**src/rtl/alu_pkg.sv**
```systemverilog
// Shared definitions for the sequential ALU: opcodes, FSM encoding, flag bundle.
package alu_pkg;

  localparam logic [2:0] OP_AND   = 3'b000;
  localparam logic [2:0] OP_XOR   = 3'b001;
  localparam logic [2:0] OP_ADD   = 3'b010;
  localparam logic [2:0] OP_ROL   = 3'b011;
  localparam logic [2:0] OP_SUB   = 3'b100;
  localparam logic [2:0] OP_OR    = 3'b101;
  localparam logic [2:0] OP_PASSB = 3'b110;
  localparam logic [2:0] OP_NOT   = 3'b111;

  typedef enum logic [1:0] {
    ST_IDLE = 2'd0,
    ST_EXEC = 2'd1,
    ST_DONE = 2'd2
  } alu_state_e;

  typedef struct packed {
    logic co;
    logic z;
    logic n;
    logic ov;
  } alu_flags_t;

  function automatic alu_flags_t make_flags(input logic co, input logic z,
                                            input logic n, input logic ov);
    alu_flags_t f;
    f.co = co;
    f.z  = z;
    f.n  = n;
    f.ov = ov;
    return f;
  endfunction

endpackage

```
**src/rtl/alu_core.sv**
```systemverilog
// Combinational datapath for the single-cycle ops. ROL here is a rotate by
// zero (result = A, CO = 0); non-zero rotates are iterated in alu_seq.
module alu_core
  import alu_pkg::*;
#(
  parameter int WIDTH = 8
) (
  input  logic [WIDTH-1:0] a_i,
  input  logic [WIDTH-1:0] b_i,
  input  logic [2:0]       op_i,
  output logic [WIDTH-1:0] r_o,
  output alu_flags_t       flags_o
);

  logic [WIDTH:0] sum;
  logic [WIDTH:0] diff;
  logic           co;
  logic           ov;

  assign sum  = {1'b0, a_i} + {1'b0, b_i};
  assign diff = {1'b0, a_i} - {1'b0, b_i};

  // Select the result and the op-specific carry/overflow.
  always_comb begin
    r_o = '0;
    co  = 1'b0;
    ov  = 1'b0;
    case (op_i)
      OP_AND:   r_o = a_i & b_i;
      OP_XOR:   r_o = a_i ^ b_i;
      OP_ADD: begin
        r_o = sum[WIDTH-1:0];
        co  = sum[WIDTH];
        ov  = (a_i[WIDTH-1] == b_i[WIDTH-1]) && (sum[WIDTH-1] != a_i[WIDTH-1]);
      end
      OP_ROL:   r_o = a_i;
      OP_SUB: begin
        r_o = diff[WIDTH-1:0];
        co  = diff[WIDTH];
        ov  = (a_i[WIDTH-1] != b_i[WIDTH-1]) && (diff[WIDTH-1] != a_i[WIDTH-1]);
      end
      OP_OR:    r_o = a_i | b_i;
      OP_PASSB: r_o = b_i;
      OP_NOT:   r_o = ~a_i;
      default:  r_o = '0;
    endcase
  end

  assign flags_o = make_flags(co, (r_o == '0), r_o[WIDTH-1], ov);

endmodule

```
**src/rtl/alu_seq.sv**
```systemverilog
// Registered ALU with valid/ready handshakes; rotate-left runs one bit per cycle.
//
//   state   | meaning
//   --------+-----------------------------------------------------------
//   ST_IDLE | ready for a command; accept latches operands
//   ST_EXEC | ROL in progress, count_q rotations still to do
//   ST_DONE | result/flags valid and held until the consumer takes them
module alu_seq
  import alu_pkg::*;
#(
  parameter int WIDTH = 8,
  parameter int SHW   = $clog2(WIDTH)
) (
  input  logic             clk,
  input  logic             rst_n,
  input  logic [WIDTH-1:0] ALUinA,
  input  logic [WIDTH-1:0] ALUinB,
  input  logic [2:0]       InsSel,
  input  logic [SHW-1:0]   ShAmt,
  input  logic             InValid,
  output logic             InReady,
  output logic [WIDTH-1:0] ALUout,
  output logic             CO,
  output logic             Z,
  output logic             N,
  output logic             OV,
  output logic             OutValid,
  input  logic             OutReady
);

  alu_state_e       state_q;
  logic             in_ready_q;
  logic             out_valid_q;
  logic [WIDTH-1:0] result_q;
  alu_flags_t       flags_q;
  logic [WIDTH-1:0] work_q;
  logic [SHW-1:0]   count_q;

  logic [WIDTH-1:0] core_r;
  alu_flags_t       core_flags;
  logic [WIDTH-1:0] work_rot;

  alu_core #(.WIDTH(WIDTH)) u_core (
    .a_i     (ALUinA),
    .b_i     (ALUinB),
    .op_i    (InsSel),
    .r_o     (core_r),
    .flags_o (core_flags)
  );

  assign work_rot = {work_q[WIDTH-2:0], work_q[WIDTH-1]};

  // FSM, rotate counter/working register and output registers.
  always_ff @(posedge clk) begin
    if (!rst_n) begin
      state_q     <= ST_IDLE;
      in_ready_q  <= 1'b0;
      out_valid_q <= 1'b0;
      result_q    <= '0;
      flags_q     <= '0;
      work_q      <= '0;
      count_q     <= '0;
    end else begin
      case (state_q)
        ST_IDLE: begin
          in_ready_q <= 1'b1;
          if (InValid && in_ready_q) begin
            in_ready_q <= 1'b0;
            if ((InsSel == OP_ROL) && (ShAmt != '0)) begin
              work_q  <= ALUinA;
              count_q <= ShAmt;
              state_q <= ST_EXEC;
            end else begin
              result_q    <= core_r;
              flags_q     <= core_flags;
              out_valid_q <= 1'b1;
              state_q     <= ST_DONE;
            end
          end
        end
        ST_EXEC: begin
          work_q  <= work_rot;
          count_q <= count_q - SHW'(1);
          if (count_q == SHW'(1)) begin
            // The bit just rotated out lands in R[0], so CO mirrors it.
            result_q    <= work_rot;
            flags_q     <= make_flags(work_rot[0], (work_rot == '0),
                                      work_rot[WIDTH-1], 1'b0);
            out_valid_q <= 1'b1;
            state_q     <= ST_DONE;
          end
        end
        ST_DONE: begin
          if (OutReady) begin
            out_valid_q <= 1'b0;
            in_ready_q  <= 1'b1;
            state_q     <= ST_IDLE;
          end
        end
        default: begin
          state_q     <= ST_IDLE;
          in_ready_q  <= 1'b0;
          out_valid_q <= 1'b0;
        end
      endcase
    end
  end

  assign InReady  = in_ready_q;
  assign OutValid = out_valid_q;
  assign ALUout   = result_q;
  assign CO       = flags_q.co;
  assign Z        = flags_q.z;
  assign N        = flags_q.n;
  assign OV       = flags_q.ov;

endmodule

```
**config.mk**
```make
export PLATFORM = sky130hd
export DESIGN_NAME = alu_seq
export DESIGN_NICKNAME = d
export VERILOG_FILES = /design/src/rtl/alu_pkg.sv /design/src/rtl/alu_core.sv /design/src/rtl/alu_seq.sv
export SDC_FILE = /design/constraint.sdc
export NUM_CORES = 1
export LEC_CHECK = 0
export CORE_MARGIN = 1.5
export CORE_UTILIZATION = 50
export CTS_BUF_LIST = sky130_fd_sc_hd__clkbuf_4
export DETAILED_ROUTE_END_ITERATION = 16
export PLACE_DENSITY_LB_ADDON = 0.05
export SYNTH_ARGS = -nofsm -noshare
export SYNTH_HDL_FRONTEND = slang
export SYNTH_SLANG_ARGS = --single-unit
```
**constraint.sdc**
```tcl
create_clock -name clk -period 3.6 [get_ports clk]
set_clock_uncertainty 0.15 [all_clocks]
set_input_delay 0.72 -clock clk [delete_from_list [all_inputs] [get_ports clk]]
set_output_delay 0.72 -clock clk [all_outputs]
set_load 0.02 [all_outputs]
```
# Word-level counts from Yosys, hierarchy flattened
# Cells that the tools add are included.
[totals]
ff_bits = 27
output_inout_bits = 14
word_cells = 82
inputBits = 26
[op_classes]
bitwise_logic = 5
n_addsub = 3
mux = 30
n_eq_ne = 19
n_reduce_logical = 15
[ops]
columns = ["op", "n"]
rows = [
  ["$pmux 8 s8", 1],
  ["$mux 8", 5],
  ["$pmux 8 s2", 2],
  ["$logic_not 8->1", 2],
  ["$eq 3x3->1 const B", 4],
  ["$mux 4", 3],
  ["$ne 2x2->1 const B", 5],
  ["$add 8x8->9", 1],
  ["$sub 8x8->9", 1],
  ["$and 8x8->8", 1],
  ["$mux 2", 4],
  ["$not 8->8", 1],
  ["$or 8x8->8", 1],
  ["$pmux 4 s2", 1],
  ["$reduce_and 4->1", 2],
  ["$xor 8x8->8", 1],
  ["$eq 3x1->1 const B", 2],
  ["$eq 3x2->1 const B", 2],
  ["$mux 1", 6],
  ["$mux 3", 2],
  ["$pmux 1 s3", 2],
  ["$pmux 2 s3", 1],
  ["$pmux 3 s2", 1],
  ["$reduce_and 3->1", 2],
  ["other kinds (13)", 19],
]

# Depth between registers and ports, before layout
# Gate-level depths: netlist (run 1).
[depth]
ltp_word = 7
depth_mapped = 11
ltp_nobuf = 11

# Cells and area by module
# A second synthesis (run 1) with hierarchy kept.
[hier_totals]
cells_unflattened = 376
area_unflattened_um2 = 3005.4
[modules_own_cells]
columns = ["module", "cells_each", "seq_area_each_um2", "n_inst", "area_each_um2"]
rows = [
  ["alu_core", 221, 0.0, 1, 1596.5],
  ["alu_seq", 155, 540.5, 1, 1408.9],
]

# Least setup slack after synthesis (run 1)
# OpenSTA, ideal clock, no wires.
[synth_path]
kind = "input port to flip-flop"
startpoint = "in ALUinA[0]"
endpoint = "reg flags_q (netlist bit Z)"
stages = 10
slack_ns = 0.839
setup_time_ns = 0.069
arrival_time_ns = 2.542
t_required_ns = 3.381
path_buffers = 0
cell_sequence = "ha_1 -> fa_1 -> a21o_1 -> a21o_1 -> a221oi_2 -> a21oi_1 -> o22a_1 -> nor4_2 -> nand3_1 -> o21ai_1"
[synth_between]
elab_chain_len = 6
word_cells_on_any_way = 11
classes_between = "add/sub: 2; mux: 4; bitwise: 4; reduce/logical: 1"
[synth_rtl]
columns = ["element", "line_no", "text"]
rows = [
  ["start: declaration", "alu_seq.sv:16", "input logic [WIDTH-1:0] ALUinA,"],
  ["$sub 8x8->9 (tied with other cells)", "alu_core.sv:21", "assign diff = {1'b0, a_i} - {1'b0, b_i};"],
  ["$pmux 8 s8 (*)", "alu_core.sv:28", "case (op_i)"],
  ["$logic_not 8->1 (*)", "alu_core.sv:49", "assign flags_o = make_flags(co, (r_o == '0), r_o[WIDTH-1], ov);"],
  ["$mux 4 (*)", "alu_seq.sv:69", "if ((InsSel == OP_ROL) && (ShAmt != '0)) begin"],
  ["$mux 4 (*)", "alu_seq.sv:67", "if (InValid && in_ready_q) begin"],
  ["$pmux 4 s2 (*)", "alu_seq.sv:64", "case (state_q)"],
  ["end signal: assignment", "alu_seq.sv:75", "flags_q <= core_flags;"],
  ["end signal: assignment", "alu_seq.sv:87", "flags_q <= make_flags(work_rot[0], (work_rot == '0),"],
  ["end: declaration", "alu_seq.sv:35", "alu_flags_t flags_q;"],
]
# Every way passes the cells marked *; elsewhere a longest branch is shown, timed or not. The select of a mux whose other input is x is not followed.
# A chain may end at the register's enable or synchronous reset.

# Final worst setup path (run 1)
[layout_path]
startpoint = "in ALUinA[0]"
endpoint = "reg result_q[6] (netlist: ALUout[6])"
[layout_between]
elab_chain_len = 5
word_cells_on_any_way = 6
classes_between = "add/sub: 2; mux: 4"
[layout_rtl]
columns = ["element", "line_no", "text"]
rows = [
  ["$sub 8x8->9 or $add 8x8->9 (tied branches)", "alu_core.sv:21, alu_core.sv:20", ""],
  ["$pmux 8 s8 (*)", "alu_core.sv:28", ""],
  ["$mux 8 (*)", "alu_seq.sv:69", ""],
  ["$mux 8 (*)", "alu_seq.sv:67", ""],
  ["$pmux 8 s2 (*)", "alu_seq.sv:64", ""],
  ["end signal: assignment", "alu_seq.sv:74", "result_q <= core_r;"],
  ["end signal: assignment", "alu_seq.sv:86", "result_q <= work_rot;"],
  ["end: declaration", "alu_seq.sv:34", "logic [WIDTH-1:0] result_q;"],
]
# Marked as above.

==> impl_metrics.yaml, run 1 <==
synth:
  synthArstFlopShare_pct: 0
  synth_edf_count: 0
  synthCells: 362
  synthSimpleGateAreaFrac_pct: 20.1
  ys_seq_area_share_pct: 20.0
  syn_area_um2: 2610
  synth_xor_xnor_area_share_pct: 4.70
  synth_ff_type: "dfxtp_1"
  ys_types: 52
  synth_compound_area_share_pct: 29.2
  syn-mean-instance-area_um2: 7.20
  ys_ff_latch: 26
  yosysWarnings: 0
  synth_nets: 416
  synth_top_family_by_area: "compound AO/OA/AOI/OAI gates"
  synthAdderAreaFrac_pct: 14.0
  synthMuxAreaShare_pct: 3.17
critical_path:
  slowest_delay_ns: 0.54
  critPathMaxFanout: 4
  crit_top_cell: "a21oi_1"
  path_delay_family: "compound AO/OA/AOI/OAI gates"
  path_class: "in2reg"
  required_ns: 3.72
  critPathBufInv: 2
  cp_data_arrival_time_ns: 3.36
  worst_setup_path_end_kind: "flop"
  critPathSlowestCell: "clkdlybuf4s50_1"
  start_kind: "input pin"
  path_cells: "clkdlybuf4s50_1 > inv_1 > ha_1 > fa_1 > o21bai_1 > a21oi_1 > o21ai_0 > and3_1 > a2bb2oi_1 > o22ai_1 > o21a_1 > a21oi_1"
detailed_routing:
  vias: 2663
  initialDrtViolationCount: 238
  remaining_drc_errors: 0
  drt-total-wl_um: 7060
  drt_pass1_iterations: 4
  wire_per_inst_um: 15.0
  ant_nets: 0
  via_per_inst: 5.64
cts:
  htree_num_levels: 1
  hold_buffers: 0
  cts_buffers: 3
  post_cts_buffers: 0
  cts_resized: 0
  path_clk_slew_ns: 0.15
  cts_sinks: 26
  cts_tree: "done"
  insertion_delay_ns: 0.32
  cts.path.max_buffers: 2
  root_buffer: "clkbuf_4"
final_layout:
  syn2layout_area_growth_pct: 21.9
  fin_nets: 457
  diodes: 0
  layout-drive-gt1-share_pct: 7.71
  layout_common_cells: "50 x nand2_1, 39 x clkdlybuf4s50_1, 29 x nor2_1, 29 x a21oi_1, 27 x inv_1"
  layout_commonest_cell: "nand2_1"
  final_util_pct: 62.6
sta:
  setup_tns_ns: 0
  setup_viol: 0
  hold_viol: 0
  period_needed_ns: 3.24
  hold_ws_ns: 0.318
  fmax_mhz: 308
  timing.slew.headroom_pct: 57.4
  min_period_over_period_pct: 90.1
  rsz0062_at_grt: "false"
  slew_violations: 0
  worst_pin_slew_ns: 0.623
pwr:
  combPwrFrac_pct: 40.3
  swShare_pct: 33.8
  seq_power_share_pct: 36.3
  pwr-share-clk_pct: 23.4
  powerDensity_nw_per_um2: 273
  ir_drop_mv: 0.132
  p_int_mw: 0.574
  p_sw_mw: 0.293
  total_leakage_power_nw: 1.35
floorplan:
  io_pins: 40
  core_area_um2: 5070
  die_width_um: 75.2
  rows: 26
  dieArea_um2: 5660
  start_util_pct: 51.4
  die_h_um: 75.2
grt:
  antenna_found_initial: 0
  grt_pass1_wl_um: 11500
  grt_pass1_vias: 2494
  grt-ovfl-total: 0
  grt_use_total_pct: 26.1
  grt_max_degree: 22
worst_hold_path:
  hp-class: "reg2reg"
run:
  cap_violations: 0
place:
  dp_hpwl_um: 5520
  portBuffers: 39
  gp_congestion: 0.940
status:
  status: "complete, no violations"
Yosys cell counts, drive strengths merged (3+ instances only):
library cell  number  share of area (%)
a211oi             6                1.7
a21o               7                2.0
a21oi             30                5.9
a221oi             4                1.6
a311oi             9                3.0
a31oi             10                2.4
and3               3               0.72
buf               18                3.8
clkbuf             7                1.0
dfxtp             26                 20
ha                26                 12
inv               27                3.9
mux2i              6                2.3
nand2             50                7.2
nand3              9                1.7
nor2              29                4.2
nor2b              6                1.4
nor3               7                1.3
nor4               4                1.2
o211ai             4                1.2
o21ai             26                5.0
o21bai             3               0.86
o22ai              4               0.96
xnor2              8                2.7
xor2               6                2.0
cells by family after synthesis:
group           count (synthesis)
xor+xnor                       14
mux                             7
buf+inv                        53
compound gates                117
fa+ha+maj                      28
flops                          26
simple gates                  117
path summary, 6_finish.rpt:
check,start,to,slack [ns],cells after the start
worst max-delay path,ALUinA[0],ALUout[6],0.36,12
worst min-delay path,ALUout[1],ALUout[1],0.32,2
worst max register to register,state_q[1],Z,1.66,7
worst min register to register,ALUout[1],ALUout[1],0.32,2
metal layers:
metal,wire length (um),track usage [%],up-vias
met3,270,1.07,12
met1,3240,34.4,1223
met2,3410,46.2,67
met5,0,0,-
li1,-,-,1361
met4,138,7.54,0
per-stage QoR:
stage | instance area (um^2) | worst slack (ns) | instances | power, mW
6_report | 3180 | 0.356 | 472 | 0.867
2_1_floorplan | 2610 | 0.839 | 362 | 0.540
3_3_place_gp | 3130 | 0.154 | 468 | 0.662
3_5_place_dp | 3130 | 0.0419 | 468 | 0.665
4_1_cts | 3180 | 0.381 | 472 | 0.864
5_1_grt | 3180 | 0.168 | 472 | 0.915
worst min-delay path: stages, from the launching register on:
cell	delay, ns
dfxtp_1	0.34
nand2_1	0.05
a21oi_1	0.05
flip-flops by register name (all words and copies together) (netlist names):
signal and cells:
CO 1, OV 1, work_q 8, OutValid 1, InReady 1, ALUout 8, state_q 2, Z 1
count_q 3
layout make-up:
cell class / count / area, um^2
Inverter: 28 / 105
Timing Repair Buffer: 61 / 556
Clock buffer: 3 / 22.5
Clock inverter: 1 / 30.0
Tap cell: 70 / 87.6
Multi-Input combinational cell: 283 / 1860
Fill cell: 508 / 1900
Sequential cell: 26 / 520
power by group through the flow:
stage | clock network (mW) | registers [mW] | logic, mW
after floorplan | 0 | 0.329 | 0.212
after global placement | 0 | 0.320 | 0.342
after detailed placement | 0 | 0.321 | 0.345
after CTS | 0.203 | 0.315 | 0.346
after global routing | 0.215 | 0.317 | 0.384
final | 0.203 | 0.315 | 0.350
No activity file was read; power rests on OpenSTA's default activity.
==> inputs of run 2 (changes only) <==
--- a/config.mk
+++ b/config.mk
@@ -5,11 +5,11 @@
 export SDC_FILE = /design/constraint.sdc
 export NUM_CORES = 1
 export LEC_CHECK = 0
-export CORE_MARGIN = 1.5
 export CORE_UTILIZATION = 50
 export CTS_BUF_LIST = sky130_fd_sc_hd__clkbuf_4
 export DETAILED_ROUTE_END_ITERATION = 16
 export PLACE_DENSITY_LB_ADDON = 0.05
+export SKIP_CTS_REPAIR_TIMING = 1
 export SYNTH_ARGS = -nofsm -noshare
 export SYNTH_HDL_FRONTEND = slang
 export SYNTH_SLANG_ARGS = --single-unit
==> run 2 against run 1 <==
  * Worst setup slack improved by 0.061 ns
  * Via count is 2.1% higher
  * Register-to-register slack lost 0.29 ns
  * Die area fell by 2.6%
  * Critical path type unchanged
==> impl_metrics.yaml, run 2 (synthesis results as in run 1) <==
cts:
  cts.path.max_buffers: 2
  cts_sinks: 26
  root_buffer: "clkbuf_4"
  path_clk_slew_ns: 0.15
  insertion_delay_ns: 0.33
  cts_buffers: 3
  cts_tree: "done"
  htree_num_levels: 1
final_layout:
  final_util_pct: 65.2
  diodes: 0
  multi_input_area_um2: 1860
  layout_common_cells: "50 x nand2_1, 39 x clkdlybuf4s50_1, 29 x nor2_1, 29 x a21oi_1, 27 x inv_1"
  seq_area_um2: 520
  final_cells: 470
  final_area_um2: 3180
  layout-drive-gt1-share_pct: 7.94
  syn2layout_area_growth_pct: 22.0
  fin_nets: 458
  layout_commonest_cell: "nand2_1"
  num-fill-cells: 457
sta:
  setup_viol: 0
  fmax_mhz: 314
  rsz0062_at_grt: "false"
  hold_ws_ns: 0.320
  setup_slack_ns: 0.417
  min_period_over_period_pct: 88.4
  timing.slew.headroom_pct: 56.2
  setup_tns_ns: 0
  slew_violations: 0
  worst_pin_slew_ns: 0.657
  period_needed_ns: 3.18
  hold_viol: 0
critical_path:
  path_delay_family: "compound AO/OA/AOI/OAI gates"
  path_cells: "clkdlybuf4s50_1 > inv_1 > ha_1 > fa_1 > o21bai_1 > a21oi_1 > a221oi_2 > a21oi_1 > o22a_1 > nor4_2 > nand3_1 > o21ai_1"
  critPathSlowestCell: "clkdlybuf4s50_1"
  worst_setup_path_end_kind: "flop"
  start_kind: "input pin"
  slowest_delay_ns: 0.55
  critPathMaxFanout: 4
  cp_data_arrival_time_ns: 3.31
  path_class: "in2reg"
  required_ns: 3.72
  r2r_slack_ns: 1.37
  crit_top_cell: "a21oi_1"
  critPathBufInv: 2
detailed_routing:
  vias: 2720
  drt_pass1_iterations: 4
  routed-wl-met3_um: 337
  ant_nets: 0
  wire_per_inst_um: 15.0
  initialDrtViolationCount: 217
  drt-total-wl_um: 7070
  wl_met1_um: 3100
  wl_met2_um: 3530
  highest_layer: "met4"
  remaining_drc_errors: 0
  via_per_inst: 5.79
grt:
  grt_use_total_pct: 27.0
  grt_pass1_wl_um: 11500
  grt-ovfl-total: 0
  grt_max_degree: 22
  grt_pass1_vias: 2492
  antenna_found_initial: 0
place:
  portBuffers: 39
  dp_hpwl_um: 5690
  numPlacedInstances: 466
  gp_congestion: 0.896
  pre_cts_ws_ns: 0.0818
  place_area_um2: 3130
floorplan:
  die_width_um: 74.2
  die_h_um: 74.2
  dieArea_um2: 5510
  core_area_um2: 4880
  rows: 25
  start_util_pct: 53.4
  io_pins: 40
pwr:
  finalPower_mw: 0.862
  swShare_pct: 33.4
  pwr-share-clk_pct: 23.1
  combPwrFrac_pct: 40.3
  powerDensity_nw_per_um2: 271
  p_sw_mw: 0.288
  p_int_mw: 0.574
  seq_power_share_pct: 36.5
  total_leakage_power_nw: 1.36
  ir_drop_mv: 0.215
worst_hold_path:
  hp-class: "reg2reg"
run:
  cap_violations: 0
status:
  status: "complete, no violations"
==> run 2: layout make-up <==
class	count	area share (%)
multi-input cells	283	58.4
repair buffers	62	17.7
flip-flops and latches	26	16.4
inverters	28	3.30
well taps	67	2.63
clock inverters	1	0.944
clock buffers	3	0.708
==> run 2: layer usage <==
metal  track usage, %  vias up
li1                 -     1364
met1             33.7     1269
met2             49.5       79
met3             1.08        8
met4             9.22        0
met5                0        -
==> run 2: worst min-delay path, stage by stage (launching register included) <==
cell     delay, ns
dfxtp_1       0.34
nand2_1       0.05
a21oi_1       0.05
==> run 2: power by group through the flow <==
stage / Sequential, mW / Clock [mW] / Combinational, mW
6_report: 0.315 / 0.199 / 0.348
5_1_grt: 0.317 / 0.215 / 0.383
4_1_cts: 0.314 / 0.203 / 0.346
3_5_place_dp: 0.320 / 0 / 0.344
3_3_place_gp: 0.320 / 0 / 0.340
2_1_floorplan: 0.329 / 0 / 0.212
==> run 2: worst paths after layout <==
check | start | to | cells past startpoint
max | ALUinA[0] | Z | 12
min reg2reg | ALUout[1] | ALUout[1] | 2
min | ALUout[1] | ALUout[1] | 2
max reg2reg | state_q[0] | Z | 7
==> inputs of run 3 (changes only) <==
--- a/config.mk
+++ b/config.mk
@@ -5,7 +5,7 @@
 export SDC_FILE = /design/constraint.sdc
 export NUM_CORES = 1
 export LEC_CHECK = 0
-export CORE_UTILIZATION = 50
+export CORE_UTILIZATION = 30
 export CTS_BUF_LIST = sky130_fd_sc_hd__clkbuf_4
 export DETAILED_ROUTE_END_ITERATION = 16
 export PLACE_DENSITY_LB_ADDON = 0.05
==> run 3 against run 2 <==
  * Clock power shrank 34%
  * Global-route usage fell by 8.3 points
  * Register-to-register slack gained 0.09 ns
  * Largest cell class unchanged
  * Power fell by 6.6%
  * Via count shrank 0.96%
  * Flip-flop and latch count stayed put
==> impl_metrics.yaml, run 3 (synthesis results as in run 1) <==
grt:
  grt_use_total_pct: 18.6
  grt-ovfl-total: 0
  antenna_found_initial: 0
  grt_pass1_vias: 2557
  grt_max_degree: 22
  grt_pass1_wl_um: 12900
cts:
  cts_sinks: 26
  insertion_delay_ns: 0.33
  path_clk_slew_ns: 0.16
  cts.path.max_buffers: 2
  cts_buffers: 3
  root_buffer: "clkbuf_4"
  htree_num_levels: 1
  cts_tree: "done"
critical_path:
  required_ns: 3.73
  critPathMaxFanout: 4
  setup.worst_path.start: "ALUinA[0]"
  worstReg2RegStart: "InReady"
  cp_data_arrival_time_ns: 3.35
  worst_setup_path_end_kind: "flop"
  start_kind: "input pin"
  path_class: "in2reg"
place:
  numPlacedInstances: 504
  pre_cts_ws_ns: 0.0588
  portBuffers: 39
  dp_hpwl_um: 6290
  gp_congestion: 0.861
final_layout:
  final_cells: 508
  layout_commonest_cell: "nand2_1"
  syn2layout_area_growth_pct: 23.3
  fin_nets: 458
  layout_common_cells: "50 x nand2_1, 39 x clkdlybuf4s50_1, 29 x nor2_1, 29 x a21oi_1, 27 x inv_1"
  layout-drive-gt1-share_pct: 7.69
  num-fill-cells: 878
  diodes: 0
sta:
  worst_pin_slew_ns: 0.659
  period_needed_ns: 3.22
  setup_viol: 0
  fmax_mhz: 311
  rsz0062_at_grt: "false"
  setup_tns_ns: 0
  hold_viol: 0
  slew_violations: 0
  timing.slew.headroom_pct: 56.1
  setup_slack_ns: 0.384
  min_period_over_period_pct: 89.3
worst_hold_path:
  min_from: "ALUout[1]"
  hp-class: "reg2reg"
detailed_routing:
  drt_pass1_iterations: 5
  vias: 2694
  ant_nets: 0
  via_per_inst: 5.30
  drt-total-wl_um: 8140
  remaining_drc_errors: 0
  wire_per_inst_um: 16.0
  initialDrtViolationCount: 80
pwr:
  powerDensity_nw_per_um2: 250
  ir_drop_mv: 0.0993
  total_leakage_power_nw: 1.35
floorplan:
  start_util_pct: 31.4
  dieArea_um2: 9070
  rows: 33
  io_pins: 40
  die_h_um: 95.2
  die_width_um: 95.2
  core_area_um2: 8300
status:
  status: "complete, no violations"
run:
  cap_violations: 0
-- run 3: cell count changes in the layout (fill, tap and decap cells not counted) --
cell / delta
buf_12: +1
buf_4: -1
bufinv_16: -1
clkinv_1: +1
-- run 3: path summary, 6_finish.rpt --
kind	end	cells past startpoint	slack [ns]
hold / removal	ALUout[1]	2	0.33
setup reg to reg	Z	8	1.46
setup / recovery	Z	12	0.38
hold reg to reg	ALUout[1]	2	0.33
-- run 3: power breakdown --
| group | leakage, nW | switching (mW) | internal, mW |
|---|---|---|---|
| Sequential | 0.212 | 0.0120 | 0.303 |
| Clock | 0.0154 | 0.0914 | 0.0407 |
| Combinational | 1.12 | 0.196 | 0.162 |
-- run 3: worst max-delay path, stage by stage --
cell and delay [ns]:
clkdlybuf4s50_1 0.55, inv_1 0.09, ha_1 0.24, fa_1 0.42, o21bai_1 0.16, a21oi_1 0.14
a221oi_2 0.28, a21oi_1 0.07, o22a_1 0.21, nor4_2 0.25, nand3_1 0.10, o21ai_1 0.12
-- run 3: final cells by class --
type | instances | area (um^2) | area share (%)
clock buffer | 3 | 22.5 | 0.700
inverter | 28 | 105 | 3.27
sequential | 26 | 520 | 16.2
clock inverter | 1 | 3.75 | 0.117
multi-input combinational | 283 | 1860 | 57.7
tap | 105 | 131 | 4.09
timing repair buffer | 62 | 576 | 17.9
-- run 3: layer usage --
layer	track usage [%]	up-vias	wire [um]
li1	-	1362	-
met4	3.91	0	85
met2	33.4	60	3990
met1	24.5	1266	3800
met3	0.957	6	264
met5	0	-	0
-- run 3: per-stage QoR --
step	utilization, %	hold WS, ns	power [mW]	cell area [um^2]
2_1_floorplan	-	0.310	0.540	2610
3_3_place_gp	38.4	0.311	0.679	3190
3_5_place_dp	38.4	0.314	0.677	3190
4_1_cts	38.7	0.336	0.809	3220
5_1_grt	38.7	0.352	0.861	3220
6_report	38.7	0.329	0.805	3220
